### config.mk
export PLATFORM = sky130hd
export DESIGN_NAME = avalon_st_packet_arbiter
export DESIGN_NICKNAME = d
export VERILOG_FILES = /design/src/rtl/avalon_st_packet_arbiter.sv
export SDC_FILE = /design/constraint.sdc
export NUM_CORES = 1
export LEC_CHECK = 0
export ABC_AREA = 0
export ABC_CLOCK_PERIOD_IN_PS = 2770
export CORE_UTILIZATION = 27
export CTS_CLUSTER_SIZE = 16
export DETAILED_ROUTE_END_ITERATION = 10
export HOLD_SLACK_MARGIN = 0.08
export PLACE_DENSITY = 0.82
export SETUP_SLACK_MARGIN = 0.2
export SLEW_MARGIN = 20
export SYNTH_ARGS = -nofsm -noshare
export SYNTH_HDL_FRONTEND = slang
export SYNTH_SLANG_ARGS = --single-unit
### constraint.sdc
create_clock -name clk -period 2.77 [get_ports clk]
set_clock_uncertainty 0.2 [all_clocks]
set_input_delay 0.554 -clock clk [delete_from_list [all_inputs] [get_ports clk]]
set_output_delay 0.554 -clock clk [all_outputs]
set_load 0.005 [all_outputs]
### src/rtl/avalon_st_packet_arbiter.sv
// avalon_st_packet_arbiter: round-robin packet-boundary Avalon-ST arbiter (clk, rst, in_*, out_*, grant_idx; drop_count when AVALON_ARB_DROP_CNT_EN)
module avalon_st_packet_arbiter #(
  parameter int NUM_INPUTS = 4,
  parameter int DATA_WIDTH = 32
) (
  input  logic                               clk,
  input  logic                               rst,
  input  logic [NUM_INPUTS-1:0]              in_valid,
  input  logic [NUM_INPUTS*DATA_WIDTH-1:0]   in_data,
  input  logic [NUM_INPUTS-1:0]              in_sop,
  input  logic [NUM_INPUTS-1:0]              in_eop,
  output logic [NUM_INPUTS-1:0]              in_ready,
  output logic                               out_valid,
  output logic [DATA_WIDTH-1:0]              out_data,
  output logic                               out_sop,
  output logic                               out_eop,
  input  logic                               out_ready,
  output logic [$clog2(NUM_INPUTS)-1:0]      grant_idx
`ifdef AVALON_ARB_DROP_CNT_EN
  , output logic [15:0]                      drop_count
`endif
);
  localparam int GW = $clog2(NUM_INPUTS);
  typedef enum logic {ARB_IDLE = 1'b0, ARB_PASS = 1'b1} state_t;
  state_t state, state_n;
  logic [GW-1:0] rr_ptr, rr_n, grant_n, sel, idx;
  logic [NUM_INPUTS-1:0] req, drop;
  logic [DATA_WIDTH-1:0] lane [NUM_INPUTS];
  logic rst_q;
  for (genvar i = 0; i < NUM_INPUTS; i++) begin : g_lane
    assign lane[i] = in_data[i*DATA_WIDTH +: DATA_WIDTH];
  end
  always_ff @(posedge clk) begin
    if (rst) begin
      state     <= ARB_IDLE;
      grant_idx <= '0;
      rr_ptr    <= '0;
    end else begin
      state     <= state_n;
      grant_idx <= grant_n;
      rr_ptr    <= rr_n;
    end
  end
  always_ff @(posedge clk) rst_q <= rst;
  always_comb begin
    req  = in_valid & in_sop;
    drop = (state == ARB_IDLE && !rst_q) ? in_valid & ~in_sop : '0;
    sel  = '0;
    idx  = '0;
    for (int k = NUM_INPUTS - 1; k >= 0; k--) begin
      idx = GW'((int'(rr_ptr) + k) % NUM_INPUTS);
      sel = req[idx] ? idx : sel;
    end
    state_n   = state;
    grant_n   = grant_idx;
    rr_n      = rr_ptr;
    out_valid = 1'b0;
    out_sop   = 1'b0;
    out_eop   = 1'b0;
    out_data  = '0;
    in_ready  = drop;
    if (state == ARB_PASS) begin
      out_valid           = in_valid[grant_idx];
      out_sop             = in_sop[grant_idx];
      out_eop             = in_eop[grant_idx];
      out_data            = lane[grant_idx];
      in_ready            = '0;
      in_ready[grant_idx] = out_ready;
      if (out_valid && out_ready && out_eop) begin
        state_n = ARB_IDLE;
        rr_n    = (grant_idx == GW'(NUM_INPUTS - 1)) ? '0 : grant_idx + 1'b1;
      end
    end else if (|req) begin
      state_n = ARB_PASS;
      grant_n = sel;
    end
  end
`ifdef AVALON_ARB_DROP_CNT_EN
  logic [16:0] drop_sum;
  always_comb begin
    drop_sum = {1'b0, drop_count};
    for (int k = 0; k < NUM_INPUTS; k++) drop_sum = drop_sum + 17'(drop[k]);
  end
  always_ff @(posedge clk) drop_count <= rst ? '0 : (drop_sum[16] ? 16'hFFFF : drop_sum[15:0]);
`endif
endmodule
==> impl_metrics.json, run 1 <==
{
  "status": "finished, final reports clean",
  "min_period_ns": 2.55,
  "slowest_stage": "clkdlybuf4s50_1",
  "crit_fanout": 3,
  "timing.slew.headroom_pct": 78.9,
  "overflow": 0,
  "power-per-cell-area_nw_per_um2": 222,
  "synthesis.area_um2": 1550,
  "maxCapViolations": 0,
  "cp-start-kind": "input pin",
  "yosysSeqAreaShare_pct": 7.77,
  "critical-path-max-stage-delay_ns": 0.52,
  "route.detailed.drc": 0,
  "cp-end-kind": "output port",
  "wl_per_cell_um": 18.4,
  "hold_viol_final": 0,
  "syn_inst": 137,
  "clock_sinks": 6,
  "path_clk_slew_ns": 0.04,
  "drtIter0Drc": 69,
  "grt_pass1_vias": 2095,
  "nets": 473,
  "clock-root-buffer": "clkbuf_8",
  "initial_core_util_pct": 28.1,
  "cpMostUsedCell": "clkdlybuf4s50_1",
  "multiInputGateArea_um2": 1340,
  "worstMarginPinSlew_ns": 0.312,
  "seq_area_um2": 123,
  "cts_tree": "yes",
  "synth_top_area_share_pct": 49.6,
  "core_um2": 5510,
  "fill_cells": 449,
  "via_count": 2014,
  "cts_buffer_depth": 2,
  "setup-tns-final_ns": 0,
  "hold_buffers": 0,
  "hold_class": "flop to flop",
  "crit_chain": "clkdlybuf4s50_1 > nand3b_1 > nand2_1 > clkdlybuf4s50_1",
  "r2r_setup_slack_ns": 0.61,
  "synthTopCellsByArea": "mux4_2 50%, and2_1 13%, dfxtp_1 7.8%",
  "layout_common_cells": "135 x clkdlybuf4s50_1, 34 x mux4_2, 28 x and2_1",
  "die_h_um": 77.7,
  "grt_max_degree": 42,
  "fmax_ghz": 0.393,
  "fin_crit_sh_pct": 91.9,
  "cts-buffers-inserted": 3,
  "synthDistinctLibCells": 32,
  "synth_nets": 284,
  "synth_warnings": 0,
  "die-area_um2": 6030,
  "antenna_found_initial": 0,
  "area_delta_synth_final_pct": 126,
  "fin_util_pct": 63.5,
  "diodes": 0,
  "vias_per_cell": 5.09,
  "drive_above_1_share_pct": 25.0,
  "cp.arrival_ns": 1.79,
  "slew_violations": 0,
  "worstSkewPairLatency_ns": 0.22,
  "yosys.area.top_type": "mux4_2",
  "setup_viol": 0,
  "wl_um": 7310,
  "avgSynthCellArea_um2": 11.3,
  "drt-pass1-iter-count": 4,
  "cts_htree_levels": 1,
  "peakVddDrop_uv": 311,
  "synth_seq_cells": 6,
  "p_leak_nw": 1.39,
  "ant_nets": 0,
  "gp_congestion": 0.846,
  "crit_type": "input pin to output port",
  "io_pins": 184,
  "layout_commonest_cell": "clkdlybuf4s50_1",
  "dp_hpwl_um": 5960,
  "rsz0062_at_grt": "true",
  "grt_pass1_wl_um": 11000,
  "rows": 27,
  "grt.total_usage_pct": 23.5,
  "die_x_um": 77.7,
  "io_buffers": 183,
  "cp.required_ns": 2.02
}
[Yosys cell counts (all sizes together)]
library cell   n
and2          34
mux4          34
nand2          8
buf            6
clkbuf         6
dfxtp          6
nand3          5
nand3b         5
ha             4
inv            4
mux2i          3
nand2b         3
and3           2
mux2           2
nor2           2
o41ai          2
a211oi         1
a41o           1
and4           1
nor2b          1
nor3           1
o21a           1
o21ai          1
o221a          1
o221ai         1
o22ai          1
o31ai          1
[layout make-up]
class | count | share of cell area [%]
Timing Repair Buffer | 196 | 53.9
Sequential cell | 6 | 3.51
Tap cell | 72 | 2.58
Clock buffer | 3 | 1.18
Multi-Input combinational cell | 115 | 38.4
Inverter | 4 | 0.429
[logic make-up (layout without fill, tap and decap cells)]
logic type               Yosys count  count (layout)  synth area share [%]
adder cells (fa/ha/maj)            4               4                  3.24
AO/OA/AOI/OAI                     10              10                  5.67
multiplexers                      39              39                  53.2
AND/OR/NAND/NOR                   62              62                  24.0
flip-flops                         6               6                  7.77
buffers and inverters             16             203                  6.15
[per-layer routing]
metal / vias to the layer above / part of all wire, % / routed length (µm) / track usage (%)
met4: 0 / 2.9 / 210 / 6.60
met1: 964 / 37 / 2680 / 26.9
met5: - / 0 / 0 / 0
met2: 114 / 52 / 3810 / 44.1
li1: 918 / - / - / -
met3: 18 / 8.3 / 607 / 4.24
[sequential cells by signal, indices dropped and copies added (netlist names)]
name	cells
rr_ptr	2
grant_idx	2
rst_q	1
state	1
[per-stage QoR]
stage / instance area [µm²] / setup slack (ns) / power [mW] / hold slack (ns) / std cells
finish: 3500 / 0.223 / 0.776 / 0.346 / 396
global route: 3500 / 0.201 / 0.821 / 0.366 / 396
CTS: 3530 / 0.0988 / 0.782 / 0.342 / 395
detailed placement: 3490 / -0.0850 / 0.670 / 0.336 / 390
global placement: 3490 / -0.0376 / 0.660 / 0.324 / 390
floorplan: 1550 / 0.525 / 0.313 / 0.287 / 137
[final timing paths]
check,cells after the start,start,end
max,4,in_valid[1],in_ready[1]
min,2,rr_ptr[1],rr_ptr[1]
max reg2reg,6,grant_idx[0],rr_ptr[0]
min reg2reg,2,rr_ptr[1],rr_ptr[1]
[worst max-delay path, delay by kind of cell]
kind,cells,cell delay (ns)
buffers and inverters,2,1.02
and+or+nand+nor,2,0.22
[report_power, final]
group | switching [mW] | internal (mW)
Clock | 0.0395 | 0.0935
Combinational | 0.166 | 0.377
Sequential | 0.00759 | 0.0926
[what timing repair did]
item	CTS	global route
endpoints found under the setup margin	39	21
pin swaps	5	3
hold endpoints to repair	0	0
setup buffers	2	0
cloned	0	1
gates resized for setup	81	28
Note: power is estimated with default switching activity, not from simulation.
==> run 2: changes to the inputs <==
Settings changed: MAX_ROUTING_LAYER set to met4.
==> impl_metrics.json, run 2 (synthesis gave the netlist of run 1 again) <==
{
  "status": "finished, final reports clean",
  "crit_chain": "clkdlybuf4s50_1 > mux4_2 > and2_1 > clkdlybuf4s15_1",
  "hold_viol_final": 0,
  "route.detailed.drc": 0,
  "cp.arrival_ns": 1.79,
  "p_comb_share_pct": 70.1,
  "seq_area_um2": 123,
  "dp_hpwl_um": 5960,
  "slew_violations": 0,
  "wl_um": 7320,
  "die_h_um": 77.7,
  "clock-root-buffer": "clkbuf_8",
  "overflow": 0,
  "cp.depth": 4,
  "grt_pass1_wl_um": 11000,
  "fill_cells": 449,
  "area_delta_synth_final_pct": 126,
  "reg_top3": "grant_idx: 2 flops, rr_ptr: 2 flops",
  "cts-buffers-inserted": 3,
  "cp-start-kind": "input pin",
  "p_leak_nw": 1.39,
  "diodes": 0,
  "worstMarginPinSlew_ns": 0.324,
  "hold_buffers": 0,
  "power-per-cell-area_nw_per_um2": 222,
  "antenna_found_initial": 0,
  "cts_buffer_depth": 2,
  "via_count": 2005,
  "hold_ws_ns": 0.343,
  "worstSkewPairLatency_ns": 0.22,
  "hold_depth": 2,
  "dp_cells": 390,
  "fin_crit_sh_pct": 91.9,
  "pwr-share-seq_pct": 13.0,
  "multiInputGateArea_um2": 1340,
  "cp-end-kind": "output port",
  "peakVddDrop_uv": 308,
  "grt-busiest-layer": "met2",
  "drt-pass1-iter-count": 5,
  "layout_commonest_cell": "clkdlybuf4s50_1",
  "fmax_ghz": 0.393,
  "grt_pass1_vias": 2096,
  "drtIter0Drc": 73,
  "gp_congestion": 0.859,
  "min_period_ns": 2.55,
  "hold_class": "flop to flop",
  "rsz0062_at_grt": "true",
  "layout_common_cells": "135 x clkdlybuf4s50_1, 34 x mux4_2, 28 x and2_1",
  "fin_cells": 396,
  "die-area_um2": 6030,
  "p_sw_share_pct": 27.3,
  "rows": 27,
  "die_x_um": 77.7,
  "use_met3_pct": 4.35,
  "core_um2": 5510,
  "timing.slew.headroom_pct": 78.1,
  "initial_core_util_pct": 28.1,
  "critPathBufInv": 2,
  "drive_above_1_share_pct": 25.0,
  "crit_type": "input pin to output port",
  "use_met1_pct": 26.9,
  "cp.required_ns": 2.02,
  "path_clk_slew_ns": 0.04,
  "nets": 473,
  "vias_per_cell": 5.06,
  "critical-path-max-stage-delay_ns": 0.45,
  "io_buffers": 183,
  "cts_tree": "yes",
  "clkPwrFrac_pct": 17.0,
  "ant_nets": 0,
  "grt_max_degree": 42,
  "cts_htree_levels": 1,
  "met2_usage_pct": 44.1,
  "io_pins": 184,
  "power.internal_mw": 0.563,
  "rr_worst_depth": 6,
  "p_sw_mw": 0.212,
  "cpLargestDelayFamily": "buffers and inverters",
  "crit_fanout": 1,
  "setup-tns-final_ns": 0,
  "setup_viol": 0,
  "maxCapViolations": 0,
  "grt.total_usage_pct": 24.2,
  "slowest_stage": "mux4_2",
  "wl_per_cell_um": 18.5,
  "clock_sinks": 6
}
## run 2: cell counts in the layout (fill, tap and decap cells not counted)
Identical to the previous run, type by type.
## run 2: through the flow
stage | utilization [%] | instance area (µm²) | power, mW | setup slack, ns
CTS | 64.1 | 3530 | 0.782 | 0.0988
finish | 63.5 | 3500 | 0.776 | 0.224
detailed placement | 63.4 | 3490 | 0.670 | -0.0850
global placement | 63.4 | 3490 | 0.660 | -0.0376
global route | 63.5 | 3500 | 0.821 | 0.201
floorplan | - | 1550 | 0.313 | 0.525
## run 2: worst register-to-register path, cell delays in order (launching register included)
cell     delay [ns]
dfxtp_2        0.38
buf_12         0.20
mux4_2         0.53
buf_4          0.15
buf_4          0.12
and3_4         0.17
mux2_4         0.29
## run 2: repair_timing
action | CTS | global route
resized for setup | 81 | 28
setup endpoints to repair | 39 | 21
setup buffers | 2 | 0
pin swaps | 5 | 3
cloned | 0 | 1
## run 2: area by class of cell
class                      instances  share of cell area (%)
sequential                         6                    3.51
inverter                           4                   0.429
timing repair buffer             196                    53.9
multi-input combinational        115                    38.4
clock buffer                       3                    1.18
tap                               72                    2.58
## run 2: path summary, 6_finish.rpt
kind                 from     endpoint  slack [ns]
max           in_data[72]  out_data[8]        0.22
min             rr_ptr[1]    rr_ptr[1]        0.34
max reg2reg  grant_idx[0]    rr_ptr[0]        0.61
min reg2reg     rr_ptr[1]    rr_ptr[1]        0.34
## run 2: power groups by stage
stage	Combinational, mW	Clock (mW)	Sequential (mW)
after global placement	0.559	0	0.101
after detailed placement	0.569	0	0.101
final	0.543	0.132	0.100
after floorplan	0.214	0	0.0996
after global routing	0.580	0.140	0.101
after CTS	0.549	0.133	0.0995
## run 2: routing by layer
layer | vias up | part of all wire [%]
li1 | 920 | -
met1 | 959 | 36
met2 | 106 | 52
met3 | 20 | 8.8
met4 | 0 | 3.0
met5 | - | 0
